<file path="src/rtl/filter_addr_gen_pkg.sv">
// filter_gen_pkg: shared state encoding, index-width helpers and window range check for filter_addr_gen.
package filter_gen_pkg;
  typedef enum logic [1:0] {IDLE, RUN, DONE} state_t;
  function automatic int idx_w(input int fs);
    return $clog2(fs);
  endfunction
  function automatic int fidx_w(input int nf);
    return $clog2(nf) + 1;
  endfunction
  function automatic logic range_ok(input int base, input int nf, input int stride, input int fs, input int depth);
    return base + (nf - 1) * stride + fs <= depth;
  endfunction
endpackage

</file>
<file path="src/rtl/filter_idx_counter.sv">
// filter_idx_counter: clearable up-counter with terminal-count flag at MAX (clk, rst active-low sync, clr, inc -> dout, tc).
module filter_idx_counter #(
  parameter int W   = 3,
  parameter int MAX = 7
) (
  input  logic         clk,
  input  logic         rst,
  input  logic         clr,
  input  logic         inc,
  output logic [W-1:0] dout,
  output logic         tc
);
  assign tc = dout == W'(MAX);
  always_ff @(posedge clk)
    if (!rst || clr) dout <= '0;
    else if (inc) dout <= dout + 1'b1;
endmodule

</file>
<file path="src/rtl/filter_addr_gen.sv">
// filter_addr_gen: walks NUM_FILTERS windows of FILTER_SIZE words over a valid/ready read port.
// Ports: clk, rst (sync active-low), start, base_addr, abort, raddr_ready in; raddr_valid, raddr,
// elem_idx, filter_idx, filter_end, run_done, busy, err out. Macro FILTER_ADDR_GEN_WRAP_EN selects a
// circular buffer (addresses modulo BUF_DEPTH); otherwise out-of-range starts are refused and flag err.
module filter_addr_gen
  import filter_gen_pkg::*;
#(
  parameter int ADDR_W        = 16,
  parameter int FILTER_SIZE   = 8,
  parameter int NUM_FILTERS   = 4,
  parameter int FILTER_STRIDE = 8,
  parameter int BUF_DEPTH     = 64
) (
  input  logic                             clk,
  input  logic                             rst,
  input  logic                             start,
  input  logic [ADDR_W-1:0]                base_addr,
  input  logic                             abort,
  output logic                             raddr_valid,
  input  logic                             raddr_ready,
  output logic [ADDR_W-1:0]                raddr,
  output logic [idx_w(FILTER_SIZE)-1:0]    elem_idx,
  output logic [fidx_w(NUM_FILTERS)-1:0]   filter_idx,
  output logic                             filter_end,
  output logic                             run_done,
  output logic                             busy,
  output logic                             err
);
  localparam int IDX_W  = idx_w(FILTER_SIZE);
  localparam int FIDX_W = fidx_w(NUM_FILTERS);
  localparam logic [ADDR_W:0] DEPTH = (ADDR_W+1)'(BUF_DEPTH);
  state_t state;
  logic [ADDR_W-1:0] head;
  logic hand, ok, go, refuse, e_tc, f_tc;
  function automatic logic [ADDR_W-1:0] red(input logic [ADDR_W:0] v);
`ifdef FILTER_ADDR_GEN_WRAP_EN
    return ADDR_W'(v % DEPTH);
`else
    return v[ADDR_W-1:0];
`endif
  endfunction
`ifdef FILTER_ADDR_GEN_WRAP_EN
  assign ok = 1'b1;
`else
  assign ok = range_ok(int'(base_addr), NUM_FILTERS, FILTER_STRIDE, FILTER_SIZE, BUF_DEPTH);
`endif
  assign raddr_valid = state == RUN;
  assign busy        = state != IDLE;
  // abort squashes the hand-off so neither the counters nor the pulses see it
  assign hand        = raddr_valid & raddr_ready & !abort;
  assign filter_end  = hand & e_tc;
  assign run_done    = filter_end & f_tc;
  assign raddr       = red({1'b0, head} + (ADDR_W+1)'(elem_idx));
  assign go          = state == IDLE & start & !abort & ok;
  assign refuse      = state == IDLE & start & !abort & !ok;
  filter_idx_counter #(.W(IDX_W), .MAX(FILTER_SIZE-1)) u_elem (
    .clk(clk), .rst(rst), .clr(go | abort | filter_end), .inc(hand), .dout(elem_idx), .tc(e_tc)
  );
  filter_idx_counter #(.W(FIDX_W), .MAX(NUM_FILTERS-1)) u_filt (
    .clk(clk), .rst(rst), .clr(go | abort), .inc(filter_end), .dout(filter_idx), .tc(f_tc)
  );
  always_ff @(posedge clk) begin
    if (!rst) begin
      state <= IDLE;
      head  <= '0;
      err   <= 1'b0;
    end else begin
      state <= abort ? IDLE : go ? RUN : run_done ? DONE : state == DONE ? IDLE : state;
      if (go) head <= red({1'b0, base_addr});
      else if (filter_end) head <= red({1'b0, head} + (ADDR_W+1)'(FILTER_STRIDE));
      if (go) err <= 1'b0;
      else if (refuse) err <= 1'b1;
    end
  end
endmodule

</file>
<file path="config.mk">
export PLATFORM = sky130hd
export DESIGN_NAME = filter_addr_gen
export DESIGN_NICKNAME = d
export VERILOG_FILES = /design/src/rtl/filter_addr_gen_pkg.sv /design/src/rtl/filter_idx_counter.sv /design/src/rtl/filter_addr_gen.sv
export SDC_FILE = /design/constraint.sdc
export NUM_CORES = 1
export LEC_CHECK = 0
export CAP_MARGIN = 20
export CORE_MARGIN = 3
export CORE_UTILIZATION = 30
export CTS_CLUSTER_DIAMETER = 40
export DETAILED_ROUTE_END_ITERATION = 10
export SLEW_MARGIN = 20
export SYNTH_ARGS = -nofsm -noshare
export SYNTH_HDL_FRONTEND = slang
export SYNTH_SLANG_ARGS = --single-unit
</file>
<file path="constraint.sdc">
create_clock -name clk -period 2.11 [get_ports clk]
set_input_delay 0.211 -clock clk [delete_from_list [all_inputs] [get_ports clk]]
set_output_delay 0.211 -clock clk [all_outputs]
set_load 0.05 [all_outputs]
</file>
* Word-level counts from Yosys, hierarchy flattened
Cells that the tools add are included.
** Cells by class
- Multiplexer cells :: 5
- $add $sub $neg :: 6
- Equality and inequality tests :: 4
- Multipliers :: 0
- Bitwise logic cells :: 11
- Shifts and indexed selects :: 0
- Order comparisons :: 1
- Divide/modulo/power cells :: 0
- Reductions and logical operators :: 13
** Operator list (number)
- 16-bit 2-to-1 mux :: 2
- 17-bit by 4-bit adder with 18-bit output (second input constant) :: 1
- 18-bit by 7-bit <= comparator with 1-bit output (second input constant) :: 1
- 16-bit by 5-bit adder with 17-bit output (second input constant) :: 1
- 16-bit by 3-bit adder with 16-bit output :: 1
- 16-bit by 4-bit adder with 16-bit output (second input constant) :: 1
- 1-bit AND :: 8
- 3-bit by 1-bit adder with 3-bit output (second input constant) :: 2
- 2-bit nonzero test :: 3
- 2-bit 2-to-1 mux :: 2
- 2-bit OR reduction :: 2
- 3-bit by 2-bit == test with 1-bit output (second input constant) :: 1
- 3-bit == test (second input constant) :: 1
- 1-bit logical NOT :: 3
- 3-bit nonzero test :: 1
- 3-bit OR reduction :: 1
- 2-bit by 1-bit == test with 1-bit output (second input constant) :: 1
- 2-bit == test (second input constant) :: 1
- 2-bit logical NOT :: 1
- 1-bit logical OR :: 2
- 1-bit bitwise OR :: 2
- 1-bit 2-to-1 mux :: 1
- 1-bit NOT :: 1
** Word-level totals
- Logic and storage cells :: 46
- Flip-flop bits (word level) :: 25
- Bits in writable memories :: 0
- Memory bits (read-only) :: 0
- Bits in latches :: 0
- Memories kept :: 0

* Longest topological paths before layout
Gate-level depths: netlist (run 1).
- Word-level depth :: 7
- Mapped depth :: 8

* Modules after synthesis
A second synthesis (run 1) with hierarchy kept.
** Unflattened totals
- Cells, all modules :: 198
- Area, all modules :: 1627.8 um^2
** By module, submodules not included
- filter_addr_gen :: sequential area each 380.4 um^2, area an instance 1356.3 um^2, times used 1, cells an instance 173
- filter_idx_counter (u_filt) :: sequential area each 60.1 um^2, area an instance 140.1 um^2, times used 1, cells an instance 13
- filter_idx_counter (u_elem) :: sequential area each 60.1 um^2, area an instance 131.4 um^2, times used 1, cells an instance 12

* Worst setup path before layout (run 1)
OpenSTA, ideal clock, no wires.
- Path type :: register to output
- Start point :: reg u_elem.dout[0]
- End point :: out raddr[12]
- Path slack :: -0.632 ns
- Arrival :: 2.531 ns
- Stages on the path, launching flop included :: 9
- Cells stage by stage :: dfxtp_1 ha_1 inv_1 fa_1 inv_1 a21o_1 nand2_1 nor2_1 xor2_1
** Between the ends
- Word-level cells in the longest chain between the ends :: 1
** RTL lines
- start: declaration :: RTL line filter_idx_counter.sv:10 : output logic [W-1:0] dout,
- start signal: assignment :: RTL line filter_idx_counter.sv:16 : else if (inc) dout <= dout + 1'b1;
- 16-bit by 3-bit adder with 16-bit output :: RTL line filter_addr_gen.sv:53 : assign raddr = red({1'b0, head} + (ADDR_W+1)'(elem_idx));
- end: declaration :: RTL line filter_addr_gen.sv:21 : output logic [ADDR_W-1:0] raddr,
No other way between the ends.

* Worst setup path after layout (run 1)
Same ends and word-level chain as after synthesis.

==> metrics.md, run 1 <==
| Metric | Value |
|---|---|
| Worst-margin pin slew | `0.525 ns` |
| Setup violators final | `6` |
| Slew Viols, Final | `0` |
| CP endpoint kind | `primary output` |
| Hold Path Class | `register to register` |
| Most frequent cells in the layout | `buf_4 (31), clkdlybuf4s50_1 (30), dfxtp_1 (19)` |
| Core area | `5200 µm²` |
| Status | `finished, violations left` |
| Core Util, Final | `56.6%` |
| Initial Util | `31.4%` |
| Met3 wire len | `219 µm` |
| DR vias/cell | `4.96` |
| Asr flop ratio synth | `0%` |
| Die H | `79.9 µm` |
| GRT Util Overall | `15.9%` |
| Layout fillers | `490` |
| Die Wd | `79.9 µm` |
| Critical path launch point type | `register` |
| Layout cell share with drive strength beyond 1 | `38.8%` |
| Root Buffer | `clkbuf_8` |
| LEAKAGE | `1.25 nW` |
| Failing checks | `setup timing` |
| PnR worst setup slack | `-0.0723 ns` |
| Post-synthesis sequential area ratio | `30.6%` |
| Clk slew on worst S/H paths | `0.08 ns` |
| Hold Path Stages | `2` |
| Port bufs | `47` |
| CTS tree | `built` |
| Pwr Total | `867 µW` |
| Via count | `1701` |
| Crit path kind | `register to primary output` |
| Final GP Congestion | `0.818` |
| Commonest non-fill, non-tap cell in the layout | `buf_4` |
| Global-route wire length before repair | `8070 µm` |
| Iteration-0 DRC Markers | `81` |
| Total nets after synthesis | `227` |
| Ratio of final minimum period to clock period | `103%` |
| DRC violations left | `0` |
| Rel. slew slack | `64.9%` |
| Largest net degree at the start of global routing | `14` |
| Layout area overhead | `80.0%` |
| I/O pins | `48` |
| Synth cell types | `44` |
| Final instance area | `2950 µm²` |
| Inserted Diodes | `0` |
| Maximum vdd drop | `0.000313 V` |
| DRT Wirelength | `4880 µm` |
| Cts bufs inserted | `3` |
| DPL Wire Length | `3610 µm` |
| Bufs on Longest Clock Path | `2` |
| Most used DFF post-synth | `dfxtp_1` |
| Worst skew pair latency | `0.28 ns` |
| Maxcap violations | `0` |
| Data arrival at the endpoint of the critical path | `1.97 ns` |
| Mean post-synth cell area | `8.35 µm²` |
| FF-to-FF path depth | `10` |
| CTS Sinks | `25` |
| Peak Freq | `0.458 GHz` |
| DR top layer | `met4` |
| Final hold vios | `0` |
| EDFF count, synth | `0` |
| R2R Setup Slk | `0.29 ns` |
| TritonRoute pass-1 iters | `4` |
| Post-DRT Antenna Nets | `0` |
| Final Critical Period | `2.18 ns` |
| # rows | `26` |
| DR WL/cell | `14.2 µm` |
| Worst-path maximum fanout | `3` |
| Die area | `6380 µm²` |
| Vias in the first global route | `1711` |
| Post-Syn Instances | `196` |
| Antenna violations before repair | `0` |
| Synth warnings | `0` |
| DP Area | `2680 µm²` |
| #FFs+latches synth | `25` |
| Total global routing overflow | `0` |
| Fin Clk Skew | `0.00849 ns` |
| Placed Cells | `334` |
| P per Cell Area | `294 nW/µm²` |
| RSZ-0062 raised after global routing | `true` |
| Post-Syn Area | `1640 µm²` |
| Final std cells w/o fill | `343` |
| Metal2 WL | `2390 µm` |
| Worst Path Required | `1.90 ns` |
| H-tree levels | `1` |
| Post-layout nets | `305` |
| DRT met1 WL | `2210 µm` |
power by group:
group	switching, mW	internal, mW	total [mW]	leakage, nW
logic	0.0415	0.0595	0.101	1.02
registers	0.000668	0.469	0.469	0.205
clock network	0.161	0.136	0.297	0.0228
cells in the mapped netlist (all sizes together) (3+ instances only):
| master | n | area share, % |
|---|---|---|
| dfxtp | 25 | 31 |
| nor2 | 18 | 4.1 |
| nand2 | 17 | 4.1 |
| inv | 11 | 2.5 |
| ha | 9 | 6.9 |
| nand3 | 9 | 2.8 |
| o21ai | 9 | 2.8 |
| xnor2 | 9 | 4.8 |
| a31oi | 8 | 3.1 |
| a21oi | 7 | 2.1 |
| xor2 | 7 | 3.7 |
| and3 | 6 | 2.3 |
| clkbuf | 5 | 1.2 |
| nand2b | 5 | 1.9 |
| nor3 | 5 | 1.5 |
| a211oi | 4 | 2.1 |
| buf | 4 | 2.0 |
| mux2i | 4 | 2.4 |
| o31a | 4 | 2.1 |
| a311oi | 3 | 1.6 |
| nand3b | 3 | 1.4 |
| nor2b | 3 | 1.1 |
sequential cells by signal, indices dropped and copies added (netlist names):
signal and count:
err 1, u_filt.dout 3, state 2, u_elem.dout 3
head 16
cells by family after synthesis:
logic type	Yosys count	share of synthesized area, %
adders and majority gates	10	8.10
DFF	25	30.6
AOI/OAI and AO/OA	43	18.9
buffers and inverters	20	5.73
and+or+nand+nor	78	25.7
xor gates and xnor gates	16	8.56
muxes	4	2.45
critical path: stages, from the launching register on:
cell and delay, ns:
dfxtp_4 0.37, ha_4 0.13, inv_2 0.03, fa_2 0.35, inv_2 0.08, a21o_4 0.17, nand2_4 0.07, nor2_4 0.08
buf_6 0.11, xor2_4 0.16, buf_12 0.15
final timing paths:
path	start	end
setup / recovery	u_elem.dout[0]$_SDFFE_PP0P_	raddr[12]
hold / removal	u_filt.dout[1]$_SDFFE_PP0P_	u_filt.dout[1]$_SDFFE_PP0P_
setup reg to reg	u_elem.dout[0]$_SDFFE_PP0P_	head[5]$_SDFFE_PN0P_
hold reg to reg	u_filt.dout[1]$_SDFFE_PP0P_	u_filt.dout[1]$_SDFFE_PP0P_
area by class of cell:
cell class,instances,area (µm²),share of cell area (%)
clock buffers,4,45.0,1.53
inverters,11,41.3,1.40
multi-input cells,151,1340,45.4
flip-flops and latches,25,515,17.5
well taps,70,87.6,2.97
repair buffers,82,918,31.2
what timing repair did:
item | CTS | global route
hold endpoints to repair | 0 | 0
pin swaps | 5 | 11
buffers inserted | 4 | 1
hold buffers | 0 | 0
setup endpoints to repair | 13 | 16
gates resized for setup | 17 | 29
through the flow:
stage	TNS (ns)	setup WS, ns	hold slack, ns
final	-0.264	-0.0723	0.491
after global routing	-0.838	-0.147	0.535
after CTS	-0.671	-0.122	0.496
after detailed placement	-1.67	-0.192	0.480
after global placement	-0.885	-0.144	0.478
after floorplan	-0.0794	-0.0794	0.284
layer usage:
layer | up-vias | GRT usage (%)
li1 | 850 | -
met1 | 800 | 21.6
met2 | 45 | 25.5
met3 | 6 | 3.27
met4 | 0 | 4.05
met5 | - | 0
Note: power is estimated with default switching activity, not from simulation.
==> run 2, diff against run 1 <==
--- a/config.mk
+++ b/config.mk
@@ -6,7 +6,7 @@
 export NUM_CORES = 1
 export LEC_CHECK = 0
 export CAP_MARGIN = 20
-export CORE_MARGIN = 3
+export CORE_MARGIN = 1.5
 export CORE_UTILIZATION = 30
 export CTS_CLUSTER_DIAMETER = 40
 export DETAILED_ROUTE_END_ITERATION = 10
==> run 2 against run 1 <==
Against the previous run:
- cell count down 1.2%
- maximum frequency down 1.3%
- combinational power down 9%
- via count down 1.1%
- the flow still finishes with violations (setup timing)
- hold slack better by 0.0053 ns
- critical endpoint unchanged
- sequential share of layout area up 0.23 points
- power about the same
- critical path depth unchanged
==> metrics.md, run 2 (synthesis gave the netlist of run 1 again) <==
| Metric | Value |
|---|---|
| Status | `finished, violations left` |
| Failing checks | `setup timing` |
| FF-to-FF path depth | `5 (-5)` |
| Hold Path Stages | `2 (unchanged)` |
| Final hold vios | `0 (unchanged)` |
| Slowest stage cell on the critical path | `dfxtp_2` |
| CTS tree | `built` |
| I/O pins | `48 (unchanged)` |
| Worst-margin pin slew | `0.537 ns (+0.0117 ns)` |
| Crit path kind | `register to primary output` |
| Rel. slew slack | `63.9% (-1.0 points)` |
| LEAKAGE | `1.21 nW (-3.0%)` |
| Die Wd | `76.9 µm (-3.8%)` |
| CP endpoint kind | `primary output` |
| P per Cell Area | `298 nW/µm² (+1.1%)` |
| Worst skew pair latency | `0.28 ns (about the same)` |
| Largest register by flop count | `head` |
| Comb power frac | `10.6% (-1.0 points)` |
| CTS Sinks | `25 (unchanged)` |
| Max reg flops | `16 (unchanged)` |
| DR vias/cell | `4.96 (about the same)` |
| DPL Wire Length | `3440 µm (-4.6%)` |
| Biggest regs | `head: 16 flops, u_elem.dout: 3 flops, u_filt.dout: 3 flops` |
| Top cell family by delay on the critical path | `adder cells` |
| Global-route wire length before repair | `7820 µm (-3.0%)` |
| Vias in the first global route | `1640 (-4.1%)` |
| Root Buffer | `clkbuf_8` |
| Cts bufs inserted | `3 (unchanged)` |
| Fin Clk Skew | `0.0161 ns (+0.00763 ns)` |
| Iteration-0 DRC Markers | `71 (-12%)` |
| Maximum vdd drop | `0.000363 V (+16%)` |
| Initial Util | `31.6% (+0.20 points)` |
| Critical path launch point type | `register` |
| Post-DRT Antenna Nets | `0 (unchanged)` |
| TritonRoute pass-1 iters | `4 (unchanged)` |
| Inserted Diodes | `0 (unchanged)` |
| # rows | `26 (unchanged)` |
| Worst Path Required | `1.90 ns (about the same)` |
| Reg-to-reg critical path endpoint | `head[6]$_SDFFE_PN0P_` |
| Worst-path maximum fanout | `3 (unchanged)` |
| Layout area overhead | `78.1%` |
| Core area | `5170 µm² (-0.62%)` |
| Port bufs | `47 (unchanged)` |
| H-tree levels | `1 (unchanged)` |
| Worst hold slack | `0.497 ns (+0.00525 ns)` |
| Maxcap violations | `0 (unchanged)` |
| Worst path max stage delay | `0.37 ns (about the same)` |
| Switching component of the power | `210 µW (+3.2%)` |
| PnR worst setup slack | `-0.102 ns (-0.0292 ns)` |
| Hold Path End | `u_filt.dout[1]$_SDFFE_PP0P_` |
| Sw frac | `24.2% (+0.74 points)` |
| Die H | `76.9 µm (-3.8%)` |
| Final Critical Period | `2.21 ns (+0.0292 ns)` |
| Antenna violations before repair | `0 (unchanged)` |
| Layout cell share with drive strength beyond 1 | `37.5% (-1.3 points)` |
| Worst-path cell chain | `ha_4, inv_2, fa_2, inv_2, a21o_4, nand2_4, nor2_4, buf_6, xor2_4, buf_12` |
| Crit Reg-Reg Startpoint | `state[0]$_SDFFE_PP0P_` |
| DRT Wirelength | `4610 µm (-5.6%)` |
| Total global routing overflow | `0 (unchanged)` |
| DRC violations left | `0 (unchanged)` |
| Clk slew on worst S/H paths | `0.10 ns (+0.02 ns)` |
| Buffers & Inverters on Critical Path | `4 (unchanged)` |
| Slew Viols, Final | `0 (unchanged)` |
| Peak Freq | `0.452 GHz (-1.3%)` |
| Bufs on Longest Clock Path | `2 (unchanged)` |
| DR WL/cell | `13.6 µm (-4.5%)` |
| Clk pwr share | `35.2% (+1.0 points)` |
| Most frequent cells in the layout | `clkdlybuf4s50_1 (30), buf_4 (27), dfxtp_1 (18), buf_12 (18)` |
| Sequential share of power | `54.1% (about the same)` |
| Via count | `1682 (-1.1%)` |
| Data arrival at the endpoint of the critical path | `2.00 ns (+0.03 ns)` |
| Power Internal | `658 µW (-0.93%)` |
| Setup violators final | `4 (-2)` |
| Post-layout nets | `301 (-1.3%)` |
| Pre-CTS setup slack | `-0.164 ns (+0.0278 ns)` |
| Die area | `5910 µm² (-7.4%)` |
| Final GP Congestion | `0.811 (-0.89%)` |
| Ratio of final minimum period to clock period | `105% (+1.4 points)` |
| RSZ-0062 raised after global routing | `true` |
| Commonest non-fill, non-tap cell in the layout | `clkdlybuf4s50_1` |
| Hold Path Class | `register to register` |
| R2R Setup Slk | `0.23 ns (-0.06 ns)` |
| GRT Util Overall | `16.3% (+0.44 points)` |
| Most used cell, CP | `inv_2` |
| TNS Setup | `-0.218 ns (+0.0456 ns)` |
| Largest net degree at the start of global routing | `16 (+2)` |
| Hold Crit Start | `u_filt.dout[1]$_SDFFE_PP0P_` |
==> run 2: layout make-up <==
cell class / count / area, µm²
Sequential cell: 25 / 517
Clock buffer: 3 / 41.3
Tap cell: 70 / 87.6
Timing Repair Buffer: 78 / 897
Clock inverter: 1 / 6.26
Inverter: 11 / 41.3
Multi-Input combinational cell: 151 / 1330
Fill cell: 458 / 2260
==> run 2: worst max-delay path by stage <==
stage / start / endpoint / slack [ns] / cells after the start
after floorplan: u_elem.dout[0]$_SDFFE_PP0P_ / raddr[12] / -0.08 / 8
after global placement: base_addr[5] / head[6]$_SDFFE_PN0P_ / -0.12 / 7
after detailed placement: base_addr[5] / head[6]$_SDFFE_PN0P_ / -0.16 / 7
after CTS: head[0]$_SDFFE_PN0P_ / raddr[12] / -0.11 / 10
after global routing: head[0]$_SDFFE_PN0P_ / raddr[12] / -0.18 / 10
final: head[0]$_SDFFE_PN0P_ / raddr[12] / -0.10 / 10
==> run 2: worst reg2reg max path, cell delays in order, from the launching register on <==
cell	delay, ns
dfxtp_1	0.35
or2_1	0.28
nor3b_2	0.39
a41oi_2	0.20
o31a_1	0.31
o31a_1	0.27
==> run 2: power groups by stage <==
stage	clock network [mW]	registers (mW)	logic (mW)
after global routing	0.334	0.470	0.0978
after detailed placement	0	0.482	0.0906
after floorplan	0	0.486	0.0248
final	0.306	0.470	0.0922
after global placement	0	0.482	0.0903
after CTS	0.316	0.471	0.0907
==> run 2: per-layer routing <==
metal  vias to the layer above  wire (µm)  global-route usage, %
met3                         8        205                   3.33
li1                        841          -                      -
met2                        43       2210                   27.2
met4                         0         76                   5.00
met5                         -          0                      0
met1                       790       2110                   21.1
==> run 2: what timing repair did <==
item	CTS	global route
hold buffers	0	0
endpoints found under the setup margin	14	14
gates cloned	0	0
gates resized for setup	26	16
buffers inserted	4	2
pin swaps	6	8
==> run 2: per-stage QoR <==
stage               instances  area [µm²]  power, mW  util, %
finish                    339        2920      0.868     56.4
global route              339        2920      0.902     56.4
CTS                       337        2840      0.878     54.9
detailed placement        329        2640      0.573     51.0
global placement          329        2640      0.572     51.0
floorplan                 196        1780      0.511        -
